===== src/rtl/sprite_pkg.sv =====
// Shared screen geometry and state/mode encodings for the sprite drawing engine.
package sprite_pkg;

  localparam int SCREEN_W  = 320;
  localparam int SCREEN_H  = 240;
  localparam int BG_ADDR_W = 17;

  typedef enum logic [1:0] {IDLE, SCAN, FLUSH, DONE} state_t;
  typedef enum logic {MODE_BG, MODE_CHAR} mode_t;

endpackage


===== src/rtl/sprite_scan_counter.sv =====
// Row-major cx/cy scan counter over a SPRITE_W x SPRITE_H box, with a last-pixel flag.
module sprite_scan_counter #(
  parameter int SPRITE_W = 8,
  parameter int SPRITE_H = 8
) (
  input  logic                        clock,
  input  logic                        resetn,
  input  logic                        clear,
  input  logic                        enable,
  output logic [$clog2(SPRITE_W)-1:0] cx,
  output logic [$clog2(SPRITE_H)-1:0] cy,
  output logic                        last
);

  localparam int CX_W = $clog2(SPRITE_W);
  localparam int CY_W = $clog2(SPRITE_H);
  localparam logic [CX_W-1:0] CX_MAX = CX_W'(SPRITE_W - 1);
  localparam logic [CY_W-1:0] CY_MAX = CY_W'(SPRITE_H - 1);

  always_ff @(posedge clock) begin
    if (!resetn || clear) begin
      cx <= '0;
      cy <= '0;
    end else if (enable) begin
      if (cx == CX_MAX) begin
        cx <= '0;
        cy <= cy + 1'b1;  // power-of-2 height wraps cy back to 0 after the last row
      end else begin
        cx <= cx + 1'b1;
      end
    end
  end

  assign last = (cx == CX_MAX) && (cy == CY_MAX);

endmodule


===== src/rtl/sprite_drawer.sv =====
// Sprite/background drawing engine: scans a sprite box, reads ROM pixels and plots them.
// Optional feature macro: SPRITE_TRANSPARENCY_EN (skip TRANSP_COLOUR pixels in CHAR mode).
module sprite_drawer
  import sprite_pkg::*;
#(
  parameter int                    SPRITE_W      = 8,
  parameter int                    SPRITE_H      = 8,
  parameter int                    COLOUR_W      = 9,
  parameter logic [COLOUR_W-1:0]   TRANSP_COLOUR = 9'h1FF
) (
  input  logic                                 clock,
  input  logic                                 resetn,
  input  logic                                 drawChar,
  input  logic                                 drawBG,
  input  logic [8:0]                           xIn,
  input  logic [7:0]                           yIn,
  output logic [$clog2(SPRITE_W*SPRITE_H)-1:0] spriteAddr,
  input  logic [COLOUR_W-1:0]                  spriteData,
  output logic [BG_ADDR_W-1:0]                 bgAddr,
  input  logic [COLOUR_W-1:0]                  bgData,
  output logic [8:0]                           vgaX,
  output logic [7:0]                           vgaY,
  output logic [COLOUR_W-1:0]                  vgaColour,
  output logic                                 vgaWrite,
  output logic                                 doneChar,
  output logic                                 doneBG,
  output logic [1:0]                           debugState
);

`ifdef SPRITE_TRANSPARENCY_EN
  localparam logic TRANSP_EN = 1'b1;
`else
  localparam logic TRANSP_EN = 1'b0;
`endif

  localparam int CX_W = $clog2(SPRITE_W);
  localparam int CY_W = $clog2(SPRITE_H);

  state_t            state, next_state;
  mode_t             mode;
  logic              pending;
  logic [8:0]        x_lat;
  logic [7:0]        y_lat;
  logic [CX_W-1:0]   cx;
  logic [CY_W-1:0]   cy;
  logic              last_pixel;
  logic              accept;

  // Requests are single-cycle strobes with no ready: they are taken only in IDLE
  // and dropped otherwise; a simultaneous BG+CHAR pair queues CHAR as pending.
  assign accept = (state == IDLE) && (drawBG || drawChar);

  sprite_scan_counter #(
    .SPRITE_W(SPRITE_W),
    .SPRITE_H(SPRITE_H)
  ) u_scan (
    .clock (clock),
    .resetn(resetn),
    .clear (accept || (state == DONE)),
    .enable(state == SCAN),
    .cx    (cx),
    .cy    (cy),
    .last  (last_pixel)
  );

  always_comb begin
    next_state = state;
    case (state)
      IDLE:    if (drawBG || drawChar) next_state = SCAN;
      SCAN:    if (last_pixel) next_state = FLUSH;
      FLUSH:   next_state = DONE;
      DONE:    next_state = pending ? SCAN : IDLE;
      default: next_state = IDLE;
    endcase
  end

  always_ff @(posedge clock) begin
    if (!resetn) begin
      state   <= IDLE;
      mode    <= MODE_BG;
      pending <= 1'b0;
      x_lat   <= '0;
      y_lat   <= '0;
    end else begin
      state <= next_state;
      if (accept) begin
        x_lat   <= xIn;
        y_lat   <= yIn;
        mode    <= drawBG ? MODE_BG : MODE_CHAR;
        pending <= drawBG && drawChar;
      end else if ((state == DONE) && pending) begin
        mode    <= MODE_CHAR;  // reuse the latched coordinates for the queued character
        pending <= 1'b0;
      end
    end
  end

  // Screen-space pixel position and clipping
  logic [9:0] px;
  logic [8:0] py;
  logic       in_screen;

  assign px         = {1'b0, x_lat} + 10'(cx);
  assign py         = {1'b0, y_lat} + 9'(cy);
  assign in_screen  = (px < 10'(SCREEN_W)) && (py < 9'(SCREEN_H));
  assign spriteAddr = {cy, cx};
  assign bgAddr     = in_screen ? (BG_ADDR_W'(py) * BG_ADDR_W'(SCREEN_W) + BG_ADDR_W'(px))
                                : '0;

  // One-stage pipe aligns the plot coordinates with the ROM read latency
  logic                pipe_valid;
  logic [8:0]          pipe_x;
  logic [7:0]          pipe_y;
  logic [8:0]          hold_x;
  logic [7:0]          hold_y;
  logic [COLOUR_W-1:0] hold_colour;
  logic [COLOUR_W-1:0] pixel_colour;
  logic                plot;

  always_ff @(posedge clock) begin
    if (!resetn) begin
      pipe_valid <= 1'b0;
      pipe_x     <= '0;
      pipe_y     <= '0;
    end else begin
      pipe_valid <= (state == SCAN) && in_screen;
      pipe_x     <= px[8:0];
      pipe_y     <= py[7:0];
    end
  end

  assign pixel_colour = (mode == MODE_CHAR) ? spriteData : bgData;
  assign plot = pipe_valid &&
                !(TRANSP_EN && (mode == MODE_CHAR) && (spriteData == TRANSP_COLOUR));

  always_ff @(posedge clock) begin
    if (!resetn) begin
      hold_x      <= '0;
      hold_y      <= '0;
      hold_colour <= '0;
    end else if (plot) begin
      hold_x      <= pipe_x;
      hold_y      <= pipe_y;
      hold_colour <= pixel_colour;
    end
  end

  assign vgaWrite   = plot;
  assign vgaX       = plot ? pipe_x : hold_x;
  assign vgaY       = plot ? pipe_y : hold_y;
  assign vgaColour  = plot ? pixel_colour : hold_colour;
  assign doneBG     = (state == DONE) && (mode == MODE_BG);
  assign doneChar   = (state == DONE) && (mode == MODE_CHAR);
  assign debugState = state;

endmodule


===== config.mk =====
export PLATFORM = sky130hd
export DESIGN_NAME = sprite_drawer
export DESIGN_NICKNAME = d
export VERILOG_FILES = /design/src/rtl/sprite_pkg.sv /design/src/rtl/sprite_scan_counter.sv /design/src/rtl/sprite_drawer.sv
export SDC_FILE = /design/constraint.sdc
export NUM_CORES = 1
export LEC_CHECK = 0
export CAP_MARGIN = 20
export CELL_PAD_IN_SITES_DETAIL_PLACEMENT = 1
export CELL_PAD_IN_SITES_GLOBAL_PLACEMENT = 2
export CORE_UTILIZATION = 29
export CTS_BUF_LIST = sky130_fd_sc_hd__clkbuf_8
export DETAILED_ROUTE_END_ITERATION = 12
export PLACE_DENSITY_LB_ADDON = 0.1
export SYNTH_ARGS = -nofsm -noshare
export SYNTH_HDL_FRONTEND = slang
export SYNTH_SLANG_ARGS = --single-unit
export TNS_END_PERCENT = 100

===== constraint.sdc =====
create_clock -name clock -period 5.6 [get_ports clock]
set_input_delay 1.68 -clock clock [delete_from_list [all_inputs] [get_ports clock]]
set_output_delay 1.68 -clock clock [all_outputs]
set_load 0.01 [all_outputs]

==> metrics.txt, run 1 <==
Net Count, Synth 514; slowest CP cell fa_2; clk slew on worst S/H paths 70 ps; vias in the first global route 3378; Residual DRC 0; CTS Buffer Depth 2; register bit total from synthesis 71; RePlAce Congestion 0.7934; Hold Startpoint x_lat[0]; critical path's largest stage delay 370 ps; Layout Cells excl Fill 734; period utilization 97.55%; Worst Setup Start Kind flip-flop; fin crit period 5463 ps; CTS root buf clkbuf_8; Cells after DPL 711; worst-margin pin slew 955.9 ps; CTS tree yes; worst r2r src x_lat[0]; Post-synth EDFFs 0; Clock Sinks 71; DR pass1 iterations 4; drt initial violations 94; WL met2 4.809 mm; Synth top cells by count 71 x dfxtp_1, 53 x nand2_1, 53 x nor2_1; Vias 3355; WL per Instance 14.33 µm; most frequent cell after synthesis dfxtp_1; maximum VDD drop 0.0001264 V; status finished clean; GRT Util Overall 16.15%; Die W 116.8 µm; Core Region 0.01272 mm²; share of the synthesized area in the top cell type 37.21%; post-synthesis sequential area ratio 37.21%; row count 41; unique cell type count in the Yosys netlist 45; PnR Total Power 2085 µW; fill count 1546; Max transition margin 36.19%; synthesized area per cell 8.603 µm²; WP data required 3920 ps; Worst Hold Class flip-flop to flip-flop; TritonCTS buffer count 9; antenna-violating nets left 0; final hold violation count 0; Post-CTS Hold Fix Bufs 0; family with the most delay on the worst path adder cells; wire length on met3 493 µm; Die Span Y 116.8 µm; I/O pins 93; max layer used met4; ys flop type dfxtp_1; worst-path cell chain ha_1 > a21o_1 > a21oi_2 > and2_4 > nor2_2 > ha_1 > ha_2 > fa_2 > a21o_1 > a21oi_2 > xnor2_1 > nand3_1 > buf_4 > nor4_2 > nor3_1 > buf_2; hpwl dp 8.100 mm; Fmax 183.1 MHz; Critical Path AT 3780 ps; share of post-route cells with drive strength above 1 15.84%; cell taking the most area after synthesis dfxtp_1; worst-skew pair later-pin latency 350 ps; Critical path origin u_scan.cy[1]; Buf/Inv on CP 2; CP Class flip-flop to output pin; Initial Utilization 30.03%; total wire length 10.52 mm; ranking of synthesized cells by area dfxtp_1 37%, ha_1 8.8%, and2_1 5.7%; largest net degree at the start of global routing 37; Syn. warnings 0; pwr dens 387.0 mW/mm²; # H-tree levels 3; Max FO, Critical Path 3; initial antenna violation count 0; fin nets 627; Clock Skew 11.70 ps; setup violators final 0; Max-Cap Viols 0; diode count 0; Post-Synthesis Cells 444; remaining global-route overflow 0; Metal-1 WL 5.183 mm; Setup crit end kind output pin; Mapped Area 0.003820 mm²; DIE AREA 0.01364 mm²; synthesis-to-finish area growth 41.04%; Port Buffers 92; Async SR Flop Fraction 0%; first-pass GRT wire length 16.59 mm; leak pwr 0.002248 µW; Max Slew Vio Count 0; vias per cell 4.571
flip-flops by register name, indices dropped and copies added, names as in the netlist, 2 cells and up:
| register | count |
|---|---|
| hold_colour | 9 |
| hold_x | 9 |
| pipe_x | 9 |
| hold_y | 8 |
| u_scan.cx | 3 |
| pipe_y | 8 |
| x_lat | 9 |
| y_lat | 8 |
| debugState | 2 |
| u_scan.cy | 3 |
worst reg2reg max path: stages (launching register included):
cell      delay, ps
dfxtp_1         340
ha_1            170
inv_1            60
fa_1            380
nand2b_1        210
a21oi_4         190
buf_4           150
nand2_1          40
o32ai_1         200
or3_1           580
nor2_1          140
final timing paths:
check,slack [ps],end,depth (start not counted)
max,140,bgAddr[16],16
min,470,x_lat[0],2
max reg2reg,3020,vgaWrite,10
min reg2reg,470,x_lat[0],2
cells by family after synthesis:
kind of cell / after synthesis / share of synthesized area (%)
mux: 29 / 8.156
flops: 71 / 37.21
compound gates: 75 / 12.05
fa+ha+maj: 31 / 10.94
other cells: 1 / 0.09817
simple gates: 173 / 21.13
xor+xnor: 28 / 6.420
buf+inv: 36 / 3.996
metrics by stage:
step / TNS (ps) / worst slack (ps) / instance area, µm² / util, % / hold slack (ps)
4_1_cts: 0 / 3.530 / 5290 / 41.58 / 473.1
5_1_grt: -122.8 / -70.99 / 5388 / 42.35 / 486.0
6_report: 0 / 137.2 / 5388 / 42.35 / 472.1
2_1_floorplan: 0 / 346.7 / 3820 / - / 440.0
3_5_place_dp: -168.8 / -85.70 / 5036 / 39.59 / 462.7
3_3_place_gp: 0 / 44.23 / 5036 / 39.59 / 451.8
layout by cell type (no fill, tap or decap), types with 17 or more instances in the layout:
| master | n |
|---|---|
| and2_1 | 34 |
| ha_1 | 22 |
| mux2_2 | 17 |
| nor2_1 | 52 |
| inv_1 | 17 |
| a21oi_1 | 36 |
| clkdlybuf4s50_1 | 87 |
| dfxtp_1 | 69 |
| nand2_1 | 53 |
| buf_4 | 30 |
layer usage:
layer | GRT usage (%) | vias up
met5 | 0 | -
met4 | 3.038 | 0
met3 | 5.046 | 2
met2 | 26.71 | 73
met1 | 20.84 | 1568
li1 | - | 1712
report_power, final:
part / total, µW / switching (µW) / leakage [µW] / internal, µW
clock: 429 / 199 / 0.000111 / 230
sequential: 674 / 84.9 / 0.000580 / 589
combinational: 982 / 488 / 0.00156 / 494
total: 2080 / 772 / 0.00225 / 1310
timing repair:
action                     4_1_cts  5_1_grt
hold endpoints to repair         0        0
setup buffers                    3        4
resized for setup               17       19
setup endpoints to repair        5        6
pin swaps                        5       12
final cells by class:
type	instances	area, µm²	share of cell area [%]
multi-input cells	337	2349	43.59
flip-flops and latches	71	1424	26.43
repair buffers	122	1132	21.02
well taps	172	215.2	3.994
clock buffers	11	151.4	2.810
inverters	16	60.06	1.115
clock inverters	5	56.30	1.045
Note: power is estimated with default switching activity, not from simulation.
==> run 2, diff against run 1 <==
--- a/config.mk
+++ b/config.mk
@@ -5,7 +5,6 @@
 export SDC_FILE = /design/constraint.sdc
 export NUM_CORES = 1
 export LEC_CHECK = 0
-export CAP_MARGIN = 20
 export CELL_PAD_IN_SITES_DETAIL_PLACEMENT = 1
 export CELL_PAD_IN_SITES_GLOBAL_PLACEMENT = 2
 export CORE_UTILIZATION = 29
==> results of run 2 <==
Same layout as run 1: the final DEF is identical, and so are final timing and power.
